==> config.mk <==
export PLATFORM = sky130hd
export DESIGN_NAME = button_event_ctrl
export DESIGN_NICKNAME = d
export VERILOG_FILES = /design/src/rtl/button_event_ctrl_pkg.sv /design/src/rtl/button_event_ctrl_debounce.sv /design/src/rtl/button_event_ctrl.sv
export SDC_FILE = /design/constraint.sdc
export NUM_CORES = 1
export LEC_CHECK = 0
export BUFFER_PORTS_ARGS = -buffer_cell sky130_fd_sc_hd__buf_2
export CAP_MARGIN = 20
export CORE_MARGIN = 2
export CORE_UTILIZATION = 60
export CTS_CLUSTER_DIAMETER = 30
export DETAILED_ROUTE_END_ITERATION = 12
export HOLD_SLACK_MARGIN = 0.03
export PLACE_DENSITY_LB_ADDON = 0.12
export RECOVER_POWER = 25
export SLEW_MARGIN = 20
export SYNTH_ARGS = -nofsm -noshare
export SYNTH_HDL_FRONTEND = slang
export SYNTH_SLANG_ARGS = --single-unit
==> constraint.sdc <==
create_clock -name clk -period 7.79 [get_ports clk]
set_clock_uncertainty 0.15 [all_clocks]
set_input_delay 0.3895 -clock clk [delete_from_list [all_inputs] [get_ports clk]]
set_output_delay 0.3895 -clock clk [all_outputs]
set_load 0.01 [all_outputs]
==> src/rtl/button_event_ctrl_pkg.sv <==
// Shared definitions for the button event controller: event kinds, arbiter
// state encoding and the width helper used to size ids and counters.
package button_pkg;

    localparam logic EVT_PRESS = 1'b0;
    localparam logic EVT_LONG  = 1'b1;

    typedef enum logic {
        ST_IDLE  = 1'b0,
        ST_OFFER = 1'b1
    } arb_state_t;

    localparam int N_BTN_DEF       = 4;
    localparam int DB_CYCLES_DEF   = 16;
    localparam int LONG_CYCLES_DEF = 1000;

    // clog2 with a floor of one bit, for ids and counter widths
    function automatic int width_of(input int n);
        return (n < 2) ? 1 : $clog2(n);
    endfunction

endpackage

==> src/rtl/button_event_ctrl_debounce.sv <==
// One button channel: two-flop synchronizer, debounce counter, hold counter
// and single-cycle press / long-hold strobes aligned to the edge they occur on.
module button_debounce
    import button_pkg::*;
#(
    parameter int DB_CYCLES   = DB_CYCLES_DEF,
    parameter int LONG_CYCLES = LONG_CYCLES_DEF
) (
    input  logic clk,
    input  logic rst,
    input  logic btn_raw,
    output logic level,
    output logic press,
    output logic long_hold
);

    localparam int DB_W   = width_of(DB_CYCLES);
    localparam int HOLD_W = width_of(LONG_CYCLES + 1);

    logic              meta;
    logic              sync;
    logic [DB_W-1:0]   db_cnt;
    logic [HOLD_W-1:0] hold_cnt;
    logic              flip;

    assign flip      = (sync != level) && (db_cnt == DB_W'(DB_CYCLES - 1));
    assign press     = flip && sync;
    // a release landing on the same edge cancels the long-hold strobe
    assign long_hold = level && !flip && (hold_cnt == HOLD_W'(LONG_CYCLES - 1));

    always_ff @(posedge clk or negedge rst) begin
        if (!rst) begin
            meta <= 1'b0;
            sync <= 1'b0;
        end else begin
            meta <= btn_raw;
            sync <= meta;
        end
    end

    always_ff @(posedge clk or negedge rst) begin
        if (!rst) begin
            level  <= 1'b0;
            db_cnt <= '0;
        end else if (sync == level) begin
            db_cnt <= '0;
        end else if (flip) begin
            level  <= sync;
            db_cnt <= '0;
        end else begin
            db_cnt <= db_cnt + 1'b1;
        end
    end

    // saturates at LONG_CYCLES so the long strobe fires only once per press
    always_ff @(posedge clk or negedge rst) begin
        if (!rst) begin
            hold_cnt <= '0;
        end else if (!level || flip) begin
            hold_cnt <= '0;
        end else if (hold_cnt != HOLD_W'(LONG_CYCLES)) begin
            hold_cnt <= hold_cnt + 1'b1;
        end
    end

endmodule

==> src/rtl/button_event_ctrl.sv <==
// Multi-button front end: per-channel debounce, pending press/long bits with
// sticky overflow, and a round-robin arbiter onto one valid/ready event port.
module button_event_ctrl
    import button_pkg::*;
#(
    parameter int N_BTN       = N_BTN_DEF,
    parameter int DB_CYCLES   = DB_CYCLES_DEF,
    parameter int LONG_CYCLES = LONG_CYCLES_DEF
) (
    input  logic                     clk,
    input  logic                     rst,
    input  logic [N_BTN-1:0]         btn_raw,
    output logic                     evt_valid,
    input  logic                     evt_ready,
    output logic [$clog2(N_BTN)-1:0] evt_id,
    output logic                     evt_long,
    output logic [N_BTN-1:0]         btn_level,
    output logic [N_BTN-1:0]         ovf,
    input  logic                     clr_ovf
);

    localparam int ID_W = $clog2(N_BTN);

    logic [N_BTN-1:0] press_strobe;
    logic [N_BTN-1:0] long_strobe;
    logic [N_BTN-1:0] pend_press;
    logic [N_BTN-1:0] pend_long;
    logic [N_BTN-1:0] clr_press;
    logic [N_BTN-1:0] clr_long;

    arb_state_t      state;
    arb_state_t      state_next;
    logic [ID_W-1:0] last_grant;
    logic [ID_W-1:0] sel_id;
    logic [ID_W-1:0] cand;
    logic            sel_long;
    logic            found;
    logic            load;

    for (genvar i = 0; i < N_BTN; i++) begin : g_chan
        button_debounce #(
            .DB_CYCLES   (DB_CYCLES),
            .LONG_CYCLES (LONG_CYCLES)
        ) u_debounce (
            .clk       (clk),
            .rst       (rst),
            .btn_raw   (btn_raw[i]),
            .level     (btn_level[i]),
            .press     (press_strobe[i]),
            .long_hold (long_strobe[i])
        );
    end

    // a bit being loaded this edge may be re-set without counting as overflow
    always_ff @(posedge clk or negedge rst) begin
        if (!rst) begin
            pend_press <= '0;
            pend_long  <= '0;
            ovf        <= '0;
        end else begin
            pend_press <= (pend_press & ~clr_press) | press_strobe;
            pend_long  <= (pend_long & ~clr_long) | long_strobe;
            ovf        <= (ovf & ~{N_BTN{clr_ovf}})
                        | (press_strobe & pend_press & ~clr_press)
                        | (long_strobe & pend_long & ~clr_long);
        end
    end

    always_comb begin
        state_next = state;
        load       = 1'b0;
        sel_id     = '0;
        sel_long   = EVT_PRESS;
        found      = 1'b0;
        cand       = '0;
        clr_press  = '0;
        clr_long   = '0;

        for (int k = 1; k <= N_BTN; k++) begin
            cand = ID_W'((int'(last_grant) + k) % N_BTN);
            if (!found && (pend_press[cand] || pend_long[cand])) begin
                found    = 1'b1;
                sel_id   = cand;
                sel_long = pend_press[cand] ? EVT_PRESS : EVT_LONG;
            end
        end

        case (state)
            ST_IDLE: begin
                if (found) begin
                    load       = 1'b1;
                    state_next = ST_OFFER;
                end
            end
            ST_OFFER: begin
                if (evt_ready) begin
                    if (found) begin
                        load = 1'b1;
                    end else begin
                        state_next = ST_IDLE;
                    end
                end
            end
            default: state_next = ST_IDLE;
        endcase

        if (load) begin
            if (sel_long == EVT_LONG) begin
                clr_long[sel_id] = 1'b1;
            end else begin
                clr_press[sel_id] = 1'b1;
            end
        end
    end

    always_ff @(posedge clk or negedge rst) begin
        if (!rst) begin
            state      <= ST_IDLE;
            last_grant <= ID_W'(N_BTN - 1);
            evt_id     <= '0;
            evt_long   <= 1'b0;
        end else begin
            state <= state_next;
            if (load) begin
                last_grant <= sel_id;
                evt_id     <= sel_id;
                evt_long   <= sel_long;
            end
        end
    end

    assign evt_valid = (state == ST_OFFER);

endmodule
# After elaboration in Yosys (flattened, before gate mapping)

Cells that the tools add are included.

Flip-flop bits (word level): 86
Input port bits: 8
Output and inout bits: 12
Logic and storage cells: 190

Add/subtract/negate cells: 12
$lt $le $gt $ge: 6
Equal/unequal tests: 20
Mux-type cells: 59
Bitwise operators: 19
Reduce and logical (&&, ||, !) cells: 47

Operators with widths:

| cell                                                        | count |
|---|---|
| 2-to-1 mux 10 bit                                           | 8 |
| 2-to-1 mux 4 bit                                            | 12 |
| adder 10 x 1 -> 10 bit (second input constant)              | 4 |
| == test 10 bit (second input constant)                      | 4 |
| != test 10 bit (second input constant)                      | 4 |
| AND 4 bit                                                   | 7 |
| 2-to-1 mux 1 bit                                            | 24 |
| logical AND 1 bit                                           | 20 |
| adder 4 x 1 -> 4 bit (second input constant)                | 4 |
| binary-select mux 1 bit (select 2 bit)                      | 8 |
| == test 4 bit (second input constant)                       | 4 |
| OR 4 bit                                                    | 4 |
| less-than comparator 2 x 3 -> 1 bit (second input constant) | 5 |
| NOT 4 bit                                                   | 3 |
| zero test 1 bit                                             | 11 |
| logical OR 1 bit                                            | 8 |
| 2-to-1 mux 2 bit                                            | 4 |
| AND reduction 2 bit                                         | 4 |
| nonzero test 2 bit                                          | 4 |
| NOT 1 bit                                                   | 5 |
| adder 2 x 1 -> 2 bit (second input constant)                | 2 |
| adder 2 bit (second input constant)                         | 2 |
| == test 1 bit                                               | 4 |
| != test 1 bit                                               | 4 |
| 3 further kinds                                             | 4 |

# Depth between registers and ports, before layout

Depth after elaboration: 24
Depth in mapped cells: 8

# Cells and area by module

Synthesis repeated with hierarchy kept, for this count alone.

Cell total of the unflattened synthesis: 437
Area, all modules: 4615.7 um^2

By module, submodules not included:

| module            | times used | cells each | area each (um^2) | seq. area each (um^2) |
|---|---|---|---|---|
| button_debounce   | 4          | 81         | 848.3            | 425.4 |
| button_event_ctrl | 1          | 113        | 1222.4           | 452.9 |

# Worst setup path after synthesis

Ideal clock, no wire load.

Kind: flip-flop to flip-flop
From: register last_grant[0]
To: register ovf[0]
Arrival time: 2283 ps
Data required time: 7500 ps
Setup slack: 5217 ps
Stages on the path, launching flop included: 8
Path buffers: 1
Period minus slack after synthesis: 2573 ps
Cells stage by stage: dfstp_2 > buf_6 > mux4_2 > nor4_1 > o32ai_1 > a311o_1 > o31ai_1 > o221ai_1

Cells in the longest elaborated chain, start to end: 24
Elaborated cells between the ends (all ways): 64
Classes of those cells: add/sub (4); order compare (2); mux (41); bitwise (6); reduce/logical (11)

Ends and longest elaborated chain:

| item                                                      | RTL line                                           | source |
|---|---|---|
| from (decl)                                               | button_event_ctrl.sv:33                            | `logic [ID_W-1:0] last_grant;` |
| from (signal assigned)                                    | button_event_ctrl.sv:119                           | `last_grant <= ID_W'(N_BTN - 1);` |
| from (signal assigned)                                    | button_event_ctrl.sv:125                           | `last_grant <= sel_id;` |
| adder 2 x 1 -> 2 bit                                      | button_event_ctrl.sv:80                            | `cand = ID_W'((int'(last_grant) + k) % N_BTN);` |
| binary-select mux 1 bit (select 2 bit) (on tied branches) | button_event_ctrl.sv:81, button_event_ctrl.sv:84   |  |
| 2-to-1 mux 1 bit (on tied branches)                       | button_event_ctrl.sv:81, button_event_ctrl.sv:84   |  |
| logical OR 1 bit                                          | button_event_ctrl.sv:81                            | `if (!found && (pend_press[cand] \|\| pend_long[cand])) begin` |
| 2-to-1 mux 1 bit                                          | button_event_ctrl.sv:81                            |  |
| zero test 1 bit                                           | button_event_ctrl.sv:81                            |  |
| logical AND 1 bit                                         | button_event_ctrl.sv:81                            |  |
| 2-to-1 mux 1 bit                                          | button_event_ctrl.sv:81                            |  |
| (+8 left out)                                             | --                                                 |  |
| 2-to-1 mux 1 bit (not written as such)                    | button_event_ctrl.sv:109, button_event_ctrl.sv:111 |  |
| demux 1 bit (select 2 bit)                                | button_event_ctrl.sv:109, button_event_ctrl.sv:111 |  |
| 2-to-1 mux 4 bit                                          | button_event_ctrl.sv:108                           | `if (sel_long == EVT_LONG) begin` |
| 2-to-1 mux 4 bit                                          | button_event_ctrl.sv:107                           | `if (load) begin` |
| NOT 4 bit                                                 | button_event_ctrl.sv:64                            | `\| (press_strobe & pend_press & ~clr_press)` |
| AND 4 bit                                                 | button_event_ctrl.sv:64                            |  |
| OR 4 bit                                                  | button_event_ctrl.sv:64                            |  |
| OR 4 bit (*)                                              | button_event_ctrl.sv:65                            | `\| (long_strobe & pend_long & ~clr_long);` |
| to (signal assigned)                                      | button_event_ctrl.sv:63                            | `ovf <= (ovf & ~{N_BTN{clr_ovf}})` |
| to (decl)                                                 | button_event_ctrl.sv:18                            | `output logic [N_BTN-1:0] ovf,` |

Every way passes the cells marked *; elsewhere a longest branch is shown, timed or not. The select of a mux whose other input is x is not followed.
A chain may end at the register's enable or synchronous reset.

# Worst setup path in the final report

Ends and elaborated chain as after synthesis.

==> results.md <==
* Status: completed
* Setup violators final at 0
* Largest family of logic cells by synthesized area: simple AND/OR/NAND/NOR gates
* Storage element area at 2150 sq um
* Unique cell type count in the Yosys netlist at 52
* Area of placed instances at between 4000 and 5000 sq um
* Compound-gate portion of the synthesized area at 9.51%
* CTS clock-pin slew for the worst setup and hold paths at roughly 0.08 ns
* Syn Area/Cell at between 10 and 15 sq um
* Hold Crit Start: g_chan[1].u_debounce.meta$_DFF_PN0_
* Fin nets at 454
* P&R area growth vs syn at 9.80%
* Vias in the first global route at ~3,000
* Pwr dens at between 200 and 300 nW/um^2
* Worst-Margin Slew at between 0.7 and 0.8 ns
* Mux share of post-synthesis cell area at under 10%
* Worst path cell trace: mux4_2 > nor4_1 > o32ai_1 > a311o_1 > o31ai_1 > o221ai_1
* Final Hold Fails at 0
* Leakage at 2.04 nW
* Synth Register Bits at 86
* Iter 0 DRT Violations at approximately 150
* Post-DP HPWL at about 5.2 mm
* Max-cap violations at 0
* Post-layout util at 68.8%
* Root buffer cell: clkbuf_8
* R2R cell count at 6
* Final worst path period share at between 30 and 40%
* CTS Buf Count at 9
* WP data arrival at around 3.1 ns
* Vias/cell at roughly 5.7
* First-pass GRT wire length at between 10 and 15 mm
* CP max FO at 16
* DIE WIDTH at approximately 88 um
* Area share of the leading cell type in the synthesized netlist at approximately half
* Setup repair bufs after CTS at 0
* Simple-gate share of the synthesized area at about a fifth
* ANT nets after route at 0
* DR WL/cell at around 14 um
* Gpl congestion at about 0.86
* CP Data Required Time at slightly below 8 ns
* Commonest cells post-synth: dfrtp_1 (84), nor2_1 (52), nand2_1 (29)
* Row count at 30
* CP max stage delay at ~0.74 ns
* RSZ-0062 raised after global routing: no
* Mapped Area at about 4300 sq um
* Total GRT Usage at between 20 and 25%
* Number of synthesized flops with an enable pin at 0
* Place WS at around 4.8 ns
* Hold Slack at 0.205 ns
* IO buf count at 19
* RR Startpoint: last_grant[0]$_DFFE_PN1P_
* Initial Utilization at a little over three fifths
* CP Buf/Inv Count at 0
* Post-route cell area at 4700 sq um
* Diode count at 0
* DRT Wirelength at approximately 7.5 mm
* Layout cells sized above 1 at between 10% and 20%
* CTS tree: built
* CP Launch Type: register
* Hold Path Sink: g_chan[1].u_debounce.sync$_DFF_PN0_
* Reg-to-reg slack, setup at between 4 and 5 ns
* Final WS setup at roughly 4.8 ns
* Cells after Synth at about 410
* Worst setup EP type: register
* Clock Path Buffers at 2
* Initial antenna violation count at 0
* Fmax at between 300 and 400 MHz
* Filler cells at ~560
* Setup TNS Final at 0 ns
* Max_slew headroom at roughly 49%
* Cell with the most instances after synthesis: dfrtp_1
* Peak VDD IR at between 0.15 and 0.2 mV
* Ys async rst share at between 90% and 100%
* CTS sink cnt at 86
* Synth top area cells: dfrtp_1 (49%), nor2_1 (4.6%), mux4_2 (4.2%), xnor2_1 (4.1%), ha_1 (3.5%)
* Vias at just over 3,000
* CP Class: register to register
* Die Area at 7820 sq um
* Min cycle time layout at 3.01 ns
* Max-slew violations at 0
* Post-CTS resize count at 0
* Area of the multi-input gates at 1970 sq um
* Total grt overflow at 0
* WHS Path Cells at 0
* CP max-delay cell: dfstp_2
* Worst min path class: register to register
* Top Ports at 20
* Worst skew pair latency at roughly 0.36 ns
* Synth Area in Adders at under 10%
* Clock H-tree levels at 3
* Yosys warnings at 0
* Share of the yosys chip area belonging to registers at between 50% and 60%
* Die Height at 88.4 um
* DRT Pass-1 Iters at 4
* Synth Area in XOR/XNOR at between 7 and 8%
* Core area at slightly below 7000 sq um
* CP top delay family: compound AO/OA/AOI/OAI gates
* Synth Flop Type: dfrtp_1
* Synth area leader: dfrtp_1
* DRC errors left at 0
* Worst reg2reg endpoint: ovf[0]$_DFF_PN0_
* Syn_nets at around 430
* Largest net degree at the start of global routing at just under 90
==> layout make-up <==
class | count | share of cell area, %
clock buffer | 12 | 3.30
sequential | 86 | 45.9
tap | 96 | 2.56
inverter | 19 | 1.52
multi-input combinational | 290 | 42.0
clock inverter | 4 | 0.959
timing repair buffer | 28 | 3.76
==> cell usage in the layout, fill, tap and decap left out, types with 2 or more instances in the layout <==
cell type      instances
o21ai_0                9
and3_1                 5
o31ai_1                9
nor4_1                 2
or3b_2                 4
clkinv_2               3
inv_1                 19
mux2i_1                7
ha_1                  12
dlygate4sd3_1          5
nand3b_1               4
nand2b_1               7
nor3_1                12
or4_1                  3
or2_1                  2
or3_1                 10
buf_4                  4
a21oi_1               13
a311oi_1               4
o221ai_1               3
dfrtp_1               84
a31oi_1                4
xor2_1                17
xnor2_1               20
dfstp_2                2
nor2_1                52
nor2b_1                6
nand3_1               17
clkbuf_1               5
clkbuf_8              11
a21o_1                 4
nand2_1               29
nand4_1                7
buf_2                 14
mux4_2                 8
o22ai_1                2
==> registers in the layout (all words and copies together), names as in the netlist <==
signal and count:
g_chan.u_debounce.sync 4, evt_long 1, ovf 4, evt_id 2, g_chan.u_debounce.level 4, pend_long 4, g_chan.u_debounce.hold_cnt 40, evt_valid 1
g_chan.u_debounce.db_cnt 16, last_grant 2, pend_press 4, g_chan.u_debounce.meta 4
==> cell families (layout without fill, tap and decap cells) <==
group | Yosys count | count (layout)
flops | 86 | 86
fa+ha+maj | 12 | 12
simple gates | 166 | 166
xor+xnor | 37 | 37
compound gates | 59 | 59
buf+inv | 31 | 63
mux | 16 | 16
==> layer usage <==
layer  up-vias  routed length (um)  part of all wire, %  track usage, %
li1       1491                   -                    -               -
met1      1495                3440                   46            29.7
met2        75                3550                   47            35.0
met3        11                 386                  5.2            4.76
met4         0                  97                  1.3            8.26
met5         -                   0                    0               0
==> how the worst max path moves through the flow <==
stage | slack [ns] | cells after the start | from | end
after CTS | 4.77 | 6 | last_grant[0]$_DFFE_PN1P_ | ovf[0]$_DFF_PN0_
after global placement | 4.91 | 6 | last_grant[0]$_DFFE_PN1P_ | ovf[0]$_DFF_PN0_
after floorplan | 5.22 | 7 | last_grant[0]$_DFFE_PN1P_ | ovf[0]$_DFF_PN0_
after global routing | 4.60 | 6 | last_grant[1]$_DFFE_PN1P_ | ovf[3]$_DFF_PN0_
after detailed placement | 4.79 | 6 | last_grant[0]$_DFFE_PN1P_ | ovf[0]$_DFF_PN0_
final | 4.78 | 6 | last_grant[0]$_DFFE_PN1P_ | ovf[0]$_DFF_PN0_
==> metrics by stage <==
stage,power (W),cells
finish,0.00134,535
CTS,0.00135,534
global placement,0.00101,514
detailed placement,0.00103,514
global route,0.00144,535
floorplan,0.000920,407
==> where the power goes <==
group	internal, W	leakage (nW)	switching [W]
clock network	0.000164	0.106	0.000150
logic	0.000192	0.775	0.000271
registers	0.000494	1.15	0.0000732
==> what timing repair did <==
item	in CTS	in global routing
endpoints found under the setup margin	0	0
hold buffers	4	1
hold endpoints to repair	4	72
Power figures use the tool's default switching activity.
